## src/rtl/cave_input_decoder_if.sv

```systemverilog
// cave_input_decoder_if: key/joystick inputs and packed player/service outputs of the input decoder.
interface cave_input_decoder_if;
  logic [10:0] ps2_key;
  logic [10:0] joystick_0;
  logic [10:0] joystick_1;
  logic [9:0]  player_1;
  logic [9:0]  player_2;
  logic [1:0]  service;
  modport master(output ps2_key, joystick_0, joystick_1, input player_1, player_2, service);
  modport slave(input ps2_key, joystick_0, joystick_1, output player_1, player_2, service);
endinterface

```

## src/rtl/cave_input_decoder.sv

```systemverilog
// cave_input_decoder: ps2 key latches ORed with joysticks, coin pulse shaping, registered player buses.
// Optional CAVE_INPUT_PAUSE_TOGGLE_EN: pause bits toggle on each raw pause press instead of following the level.
module cave_input_decoder #(
  parameter int COIN_PULSE_CYCLES = 96000,
  parameter int COIN_GAP_CYCLES   = 96000
) (
  input logic clock,
  input logic reset_n,
  cave_input_decoder_if.slave io
);
  localparam int CMAX = COIN_PULSE_CYCLES > COIN_GAP_CYCLES ? COIN_PULSE_CYCLES : COIN_GAP_CYCLES;
  localparam int CW = $clog2(CMAX + 1);
  typedef enum logic [1:0] {IDLE, PULSE, GAP, WAIT_REL} coin_t;
  logic armed, toggle_prev, ev, ext, pr;
  logic [7:0] code;
  logic [9:0] key_1, hit_1, raw_1, raw_2;
  logic [8:0] key_2, hit_2;
  logic [1:0] key_s, hit_s, svc, rc, rp, coin_prev, rise, coin, pause;
  logic [7:0] btn_1, btn_2;
  coin_t st [2];
  coin_t st_nx [2];
  logic [CW-1:0] cnt [2];
  logic [CW-1:0] cnt_nx [2];
  function automatic logic [9:0] jmap(input logic [9:0] j);
    return {j[9:4], j[0], j[1], j[2], j[3]};
  endfunction
  assign code = io.ps2_key[7:0];
  assign ext = io.ps2_key[8];
  assign pr = io.ps2_key[9];
  assign ev = armed && (io.ps2_key[10] != toggle_prev);
  // hit vectors are in output bit order: {pause,coin,start,b3,b2,b1,right,left,down,up}
  assign hit_1 = {10{ev}} & {!ext && code == 8'h4D, !ext && code == 8'h2E, !ext && code == 8'h16,
                             !ext && code == 8'h29, code == 8'h11, code == 8'h14, ext && code == 8'h74,
                             ext && code == 8'h6B, ext && code == 8'h72, ext && code == 8'h75};
  assign hit_2 = {9{ev && !ext}} & {code == 8'h36, code == 8'h1E, code == 8'h15, code == 8'h1B,
                                   code == 8'h1C, code == 8'h34, code == 8'h23, code == 8'h2B, code == 8'h2D};
  assign hit_s = {2{ev && !ext}} & {code == 8'h45, code == 8'h46};
  assign raw_1 = key_1 | jmap(io.joystick_0[9:0]);
  assign raw_2 = {1'b0, key_2} | jmap(io.joystick_1[9:0]);
  assign rc = {raw_2[8], raw_1[8]};
  assign rp = {raw_2[9], raw_1[9]};
  assign rise = {2{armed}} & rc & ~coin_prev;
  always_ff @(posedge clock or negedge reset_n)
    if (!reset_n) begin
      armed <= 1'b0;
      toggle_prev <= 1'b0;
      key_1 <= '0;
      key_2 <= '0;
      key_s <= '0;
      btn_1 <= '0;
      btn_2 <= '0;
      svc <= '0;
      coin_prev <= '0;
    end else begin
      armed <= 1'b1;
      toggle_prev <= io.ps2_key[10];
      key_1 <= (key_1 & ~hit_1) | (hit_1 & {10{pr}});
      key_2 <= (key_2 & ~hit_2) | (hit_2 & {9{pr}});
      key_s <= (key_s & ~hit_s) | (hit_s & {2{pr}});
      btn_1 <= raw_1[7:0];
      btn_2 <= raw_2[7:0];
      svc <= key_s;
      coin_prev <= armed ? rc : 2'b00;
    end
`ifdef CAVE_INPUT_PAUSE_TOGGLE_EN
  logic [1:0] pause_prev;
  always_ff @(posedge clock or negedge reset_n)
    if (!reset_n) begin
      pause <= '0;
      pause_prev <= '0;
    end else begin
      pause <= pause ^ (rp & ~pause_prev);
      pause_prev <= rp;
    end
`else
  always_ff @(posedge clock or negedge reset_n)
    if (!reset_n) pause <= '0;
    else pause <= rp;
`endif
  always_ff @(posedge clock or negedge reset_n)
    if (!reset_n) begin
      st <= '{default: IDLE};
      cnt <= '{default: '0};
    end else begin
      st <= st_nx;
      cnt <= cnt_nx;
    end
  // edges during PULSE/GAP are ignored; a coin still held at the end of GAP must be released first
  always_comb
    for (int i = 0; i < 2; i++) begin
      st_nx[i] = st[i];
      cnt_nx[i] = cnt[i];
      case (st[i])
        IDLE: if (rise[i]) begin
          st_nx[i] = PULSE;
          cnt_nx[i] = CW'(COIN_PULSE_CYCLES - 1);
        end
        PULSE: if (cnt[i] == '0) begin
          st_nx[i] = GAP;
          cnt_nx[i] = CW'(COIN_GAP_CYCLES - 1);
        end else cnt_nx[i] = cnt[i] - CW'(1);
        GAP: if (cnt[i] == '0) st_nx[i] = rc[i] ? WAIT_REL : IDLE;
             else cnt_nx[i] = cnt[i] - CW'(1);
        default: if (!rc[i]) st_nx[i] = IDLE;
      endcase
    end
  always_comb
    for (int i = 0; i < 2; i++) coin[i] = st[i] == PULSE;
  assign io.player_1 = {pause[0], coin[0], btn_1};
  assign io.player_2 = {pause[1], coin[1], btn_2};
  assign io.service = svc;
endmodule

```

## src/flat_wrapper.sv

```systemverilog
// flat-port wrapper written by rule: the top's interface ports become plain ports
module cave_input_decoder_flat 
#(
  parameter int COIN_PULSE_CYCLES = 96000,
  parameter int COIN_GAP_CYCLES   = 96000
)
  (clock, reset_n, io_ps2_key, io_joystick_0, io_joystick_1, io_player_1, io_player_2, io_service);
  cave_input_decoder_if io_i ();
  input logic clock;
  input logic reset_n;
  input wire logic [$bits(io_i.ps2_key)-1:0] io_ps2_key;
  input wire logic [$bits(io_i.joystick_0)-1:0] io_joystick_0;
  input wire logic [$bits(io_i.joystick_1)-1:0] io_joystick_1;
  output wire logic [$bits(io_i.player_1)-1:0] io_player_1;
  output wire logic [$bits(io_i.player_2)-1:0] io_player_2;
  output wire logic [$bits(io_i.service)-1:0] io_service;
  assign io_i.ps2_key = io_ps2_key;
  assign io_i.joystick_0 = io_joystick_0;
  assign io_i.joystick_1 = io_joystick_1;
  assign io_player_1 = io_i.player_1;
  assign io_player_2 = io_i.player_2;
  assign io_service = io_i.service;
  cave_input_decoder #(.COIN_PULSE_CYCLES(COIN_PULSE_CYCLES), .COIN_GAP_CYCLES(COIN_GAP_CYCLES)) u_core (.clock(clock), .reset_n(reset_n), .io(io_i));
endmodule
```

## config.mk

```make
export PLATFORM = sky130hd
export DESIGN_NAME = cave_input_decoder_flat
export DESIGN_NICKNAME = d
export VERILOG_FILES = /design/src/rtl/cave_input_decoder_if.sv /design/src/rtl/cave_input_decoder.sv /design/src/flat_wrapper.sv
export SDC_FILE = /design/constraint.sdc
export NUM_CORES = 1
export LEC_CHECK = 0
export ABC_AREA = 0
export CAP_MARGIN = 20
export CORE_UTILIZATION = 52
export CTS_BUF_LIST = sky130_fd_sc_hd__clkbuf_4 sky130_fd_sc_hd__clkbuf_8
export DETAILED_ROUTE_END_ITERATION = 10
export GPL_ROUTABILITY_DRIVEN = 0
export PLACE_DENSITY = 0.83
export SLEW_MARGIN = 10
export SYNTH_ARGS = -nofsm -noshare
export SYNTH_HDL_FRONTEND = slang
export SYNTH_SLANG_ARGS = --single-unit
```

## constraint.sdc

```tcl
create_clock -name clock -period 2.03 [get_ports clock]
set_input_delay 0.203 -clock clock [delete_from_list [all_inputs] [get_ports clock]]
set_output_delay 0.203 -clock clock [all_outputs]
set_load 0.005 [all_outputs]
```

**Word level (Yosys, flattened, before mapping)**

Cells that the tools add are included.

- Flip-flop bits (word level): 83
- Input bits: 35
- Output and inout bits: 22
- Word-level logic and storage cells: 114

- Add/sub/neg operators: 2
- Equal/unequal tests: 36
- Multiplexer cells: 21
- Bitwise gates (word level): 20
- Reductions and logical operators: 21

Operators with widths:

| operator | count |
|---|---|
| $mux W17 | 6 |
| $pmux W17 S3 | 2 |
| $eq A8 B5 Y1 const B | 7 |
| $eq A8 B6 Y1 const B | 7 |
| $eq A8 B7 Y1 const B | 7 |
| $logic_not A17 Y1 | 2 |
| $sub A17 B1 Y17 const B | 2 |
| $and A10 B10 Y10 | 3 |
| $and A9 B9 Y9 | 3 |
| $mux W2 | 11 |
| $or A10 B10 Y10 | 2 |
| $ne A2 B1 Y1 const B | 6 |
| $pmux W2 S3 | 2 |
| $and A2 B2 Y2 | 5 |
| $logic_and A1 B1 Y1 | 10 |
| $not A10 Y10 | 1 |
| $or A9 B10 Y10 | 1 |
| $not A9 Y9 | 1 |
| $or A9 B9 Y9 | 1 |
| $ne A4 B4 Y1 const B | 2 |
| $reduce_and A4 Y1 | 2 |
| $reduce_and A3 Y1 | 2 |
| $reduce_bool A3 Y1 | 2 |
| $eq A2 B1 Y1 const B | 2 |
| other kinds (7) | 11 |

**Longest topological paths before layout**

- Depth after elaboration: 7
- Depth in mapped cells: 8
- Mapped depth without buffers: 7

**Worst setup path after synthesis**

Ideal clock, no wire load.

- Path type: reg2reg
- From: register u_core.toggle_prev
- To: register (tool-made name)
- Arrival time: 1953 ps
- Slack: -48 ps
- Stages on the path, launching flop included: 6
- Path buffers: 0
- Cells stage by stage: dfrtp_1 -> xor2_1 -> nand3b_1 -> or4_4 -> or4_1 -> mux2_2

RTL lines:

| what | line | source |
|---|---|---|
| start: declaration | cave_input_decoder.sv:14 | `logic armed, toggle_prev, ev, ext, pr;` |
| start signal: assignment | cave_input_decoder.sv:56 | `toggle_prev <= io.ps2_key[10];` |

==> metrics.md <==
| Metric | Value |
|---|---|
| Hold Path Class | input pin to flop |
| ANT cells | 0 |
| Critical-path top delay cell | or4_4 |
| Setup WS pre-CTS | -0.419 ns |
| DIE AREA | 8680 um2 |
| Post-synthesis sequential area ratio | 0.481 |
| Skew final | 0.0194 ns |
| Layout cell share with drive strength beyond 1 | 0.311 |
| Total grt overflow | 0 |
| Vias/cell | 6.23 |
| H-tree levels | 3 |
| Worst Tran Pin Value | 0.744 ns |
| Drt pass-1 iters | 5 |
| Syn nets | 488 |
| LEAKAGE | 2.64 nW |
| Clock power frac | 0.154 |
| CP Launch Type | flop |
| Yosys reg bits | 83 |
| Clock Latency Late Sink | 0.37 ns |
| GRT Total Usage | 0.295 |
| Post-DP HPWL | 8200 um |
| Post-layout min period | 2.14 ns |
| Crit path top cell by count | or4_4 |
| Rows | 32 |
| Critical Path Fanout Max | 3 |
| Max rail drop VDD | 0.570 mV |
| Crit-path cells | xor2_2, nand3b_1, or4_4, or4_4, mux2_2 |
| P_sw | 0.00341 W |
| CP arrival | 2.40 ns |
| Synth warn | 0 |
| Global route hottest layer | met2 |
| Grt met1 use | 0.356 |
| Syn avg cell area | 9.77 um2 |
| Clock Tree Root | clkbuf_8 |
| Max Root-Sink Buffers | 2 |
| Total CTS buffers | 9 |
| Core footprint | 7890 um2 |
| CTS Sinks | 83 |
| Int Pwr | 0.00460 W |
| Main synth FF type | dfrtp_1 |
| Mapped Cells | 442 |
| Worst slew margin | 0.503 |
| CP endpoint kind | flop |
| Wire per inst | 19.4 um |
| Worst-path clk slew | 0.11 ns |
| First-pass GRT wire length | 20100 um |
| Max Cap Viol | 0 |
| Post-route worst setup slack | -0.109 ns |
| Critical path class | flop to flop |
| Routed wire length | 13200 um |
| Initial Utilization | 0.548 |
| TritonCTS clock tree | yes |
| Antenna violations before repair | 0 |
| Die Ht | 93.2 um |
| Max incr delay on CP | 0.50 ns |
| Fin. Hold Viols | 0 |
| RSZ-0062 raised after global routing | yes |
| IO Port Bufs | 54 |
| Sw Share | 0.426 |
| Logic pwr share | 0.537 |
| Crit path required time | 2.29 ns |
| Hold slack final | 0.261 ns |
| Final slew viol count | 0 |
| Fin crit share | 1.05 |
| GRT met2 Usage | 0.512 |
| Fillers | 467 |
| Die W | 93.2 um |
| Vias in the first global route | 4216 |
| Outcome | finished, violations left |
| Antenna viol nets, final | 0 |
| Final setup fails | 8 |
| Pwr/cell area | 1340 nW/um2 |
| Flop pwr share | 0.309 |
| Layout area overhead | 38.7% |
| Final-stage net count | 620 |
| DR iter-0 viols | 376 |
| Netlist Area Pre-Place | 4320 um2 |
| Number of synthesized flops with an enable pin | 0 |
| DRC errors left | 0 |
| Worst path bufs/invs | 0 |
| Via count | 4246 |
| Final Power | 0.00802 W |
| Delay-heaviest family, CP | simple AND/OR/NAND/NOR gates |
| # IOs | 57 |
| Largest net degree at the start of global routing | 43 |
| Failing checks | negative setup slack |
| Asr flop ratio synth | 1.00 |
| Met3 GRT Util | 0.0585 |
| Fmax | 0.468 GHz |
| Synth unique cells | 56 |
==> cells in the mapped netlist, drive strengths merged (5+ instances only) <==
| library cell | instances | area (um2) |
|---|---|---|
| nor4 | 11 | 75.1 |
| or4 | 11 | 87.6 |
| or2 | 20 | 125 |
| mux2 | 23 | 259 |
| nand2b | 7 | 43.8 |
| a21oi | 27 | 135 |
| nand4 | 9 | 56.3 |
| clkbuf | 13 | 48.8 |
| o31ai | 10 | 75.1 |
| nand2 | 31 | 116 |
| o21ai | 32 | 160 |
| nor2 | 37 | 139 |
| nand3 | 8 | 40.0 |
| dfrtp | 83 | 2080 |
| ha | 11 | 138 |
| inv | 20 | 75.1 |
| a31oi | 5 | 31.3 |
| nor3 | 20 | 110 |
==> area by class of cell <==
class                   count  area (um2)  share of cell area
flip-flops and latches     83        2080               0.347
well taps                 102         128              0.0213
repair buffers            134        1160               0.194
inverters                  20        75.1              0.0125
clock inverters             7        76.3              0.0127
multi-input cells         326        2350               0.392
clock buffers               9         124              0.0207
==> cell usage in the layout, fill, tap and decap left out, types with 6 or more instances in the layout <==
master	count
o31ai_1	9
ha_1	9
mux2_2	19
clkdlybuf4s50_1	53
dfrtp_1	82
nand4_1	9
a21oi_1	26
inv_1	18
or2_2	19
nand3_1	6
nand2_1	30
nor2_1	35
clkbuf_8	9
buf_4	76
nand2b_1	7
or4_4	6
o21ai_0	28
nor3_1	14
==> metal layers <==
metal / wire, um / part of all wire
met1: 5070 / 0.38
met5: 0 / 0
met3: 832 / 0.063
met2: 6860 / 0.52
met4: 432 / 0.033
==> through the flow <==
stage / utilization / TNS [ns] / std cells / area, um2
after floorplan: - / -0.0540 / 442 / 4320
after global placement: 0.692 / -2.88 / 653 / 5460
after detailed placement: 0.692 / -6.17 / 653 / 5460
after CTS: 0.735 / -0.151 / 676 / 5800
after global routing: 0.760 / -2.04 / 681 / 5990
final: 0.760 / -0.365 / 681 / 5990
==> cells by family (layout without fill, tap and decap cells) <==
| kind of cell | after synthesis | in the layout | synth area share |
|---|---|---|---|
| AND/OR/NAND/NOR | 176 | 176 | 0.221 |
| adder cells (fa/ha/maj) | 11 | 11 | 0.0319 |
| AO/OA/AOI/OAI | 112 | 112 | 0.170 |
| other | 1 | 1 | 0.000868 |
| buffers and inverters | 33 | 170 | 0.0287 |
| XOR/XNOR | 1 | 1 | 0.00203 |
| multiplexers | 25 | 25 | 0.0646 |
| flip-flops | 83 | 83 | 0.481 |
==> power by group through the flow <==
stage	clock network (W)	logic (W)	registers [W]
global route	0.00131	0.00471	0.00251
detailed placement	0	0.00389	0.00240
floorplan	0	0.00234	0.00236
finish	0.00124	0.00431	0.00247
global placement	0	0.00370	0.00238
CTS	0.00123	0.00399	0.00241
==> what timing repair did <==
action | CTS | global route
endpoints found under the setup margin | 24 | 49
pin swaps | 8 | 15
hold buffers | 1 | 0
endpoints found under the hold margin | 41 | 0
gates resized for setup | 18 | 33
buffers inserted | 6 | 7
==> worst paths after layout <==
kind | startpoint | to | cells past startpoint | slack [ns]
setup / recovery | u_core.toggle_prev | flop | 5 | -0.11
hold / removal | io_joystick_1[9] | u_core.pause[1] | 1 | 0.26
setup reg to reg | u_core.toggle_prev | flop | 5 | -0.11
hold reg to reg | flop | u_core.io.service[1] | 0 | 0.39
max in group asynchronous | reset_n | u_core.st[2] | 3 | 1.03
min in group asynchronous | reset_n | u_core.cnt[2] | 2 | 0.35
No activity file was read; power rests on OpenSTA's default activity.
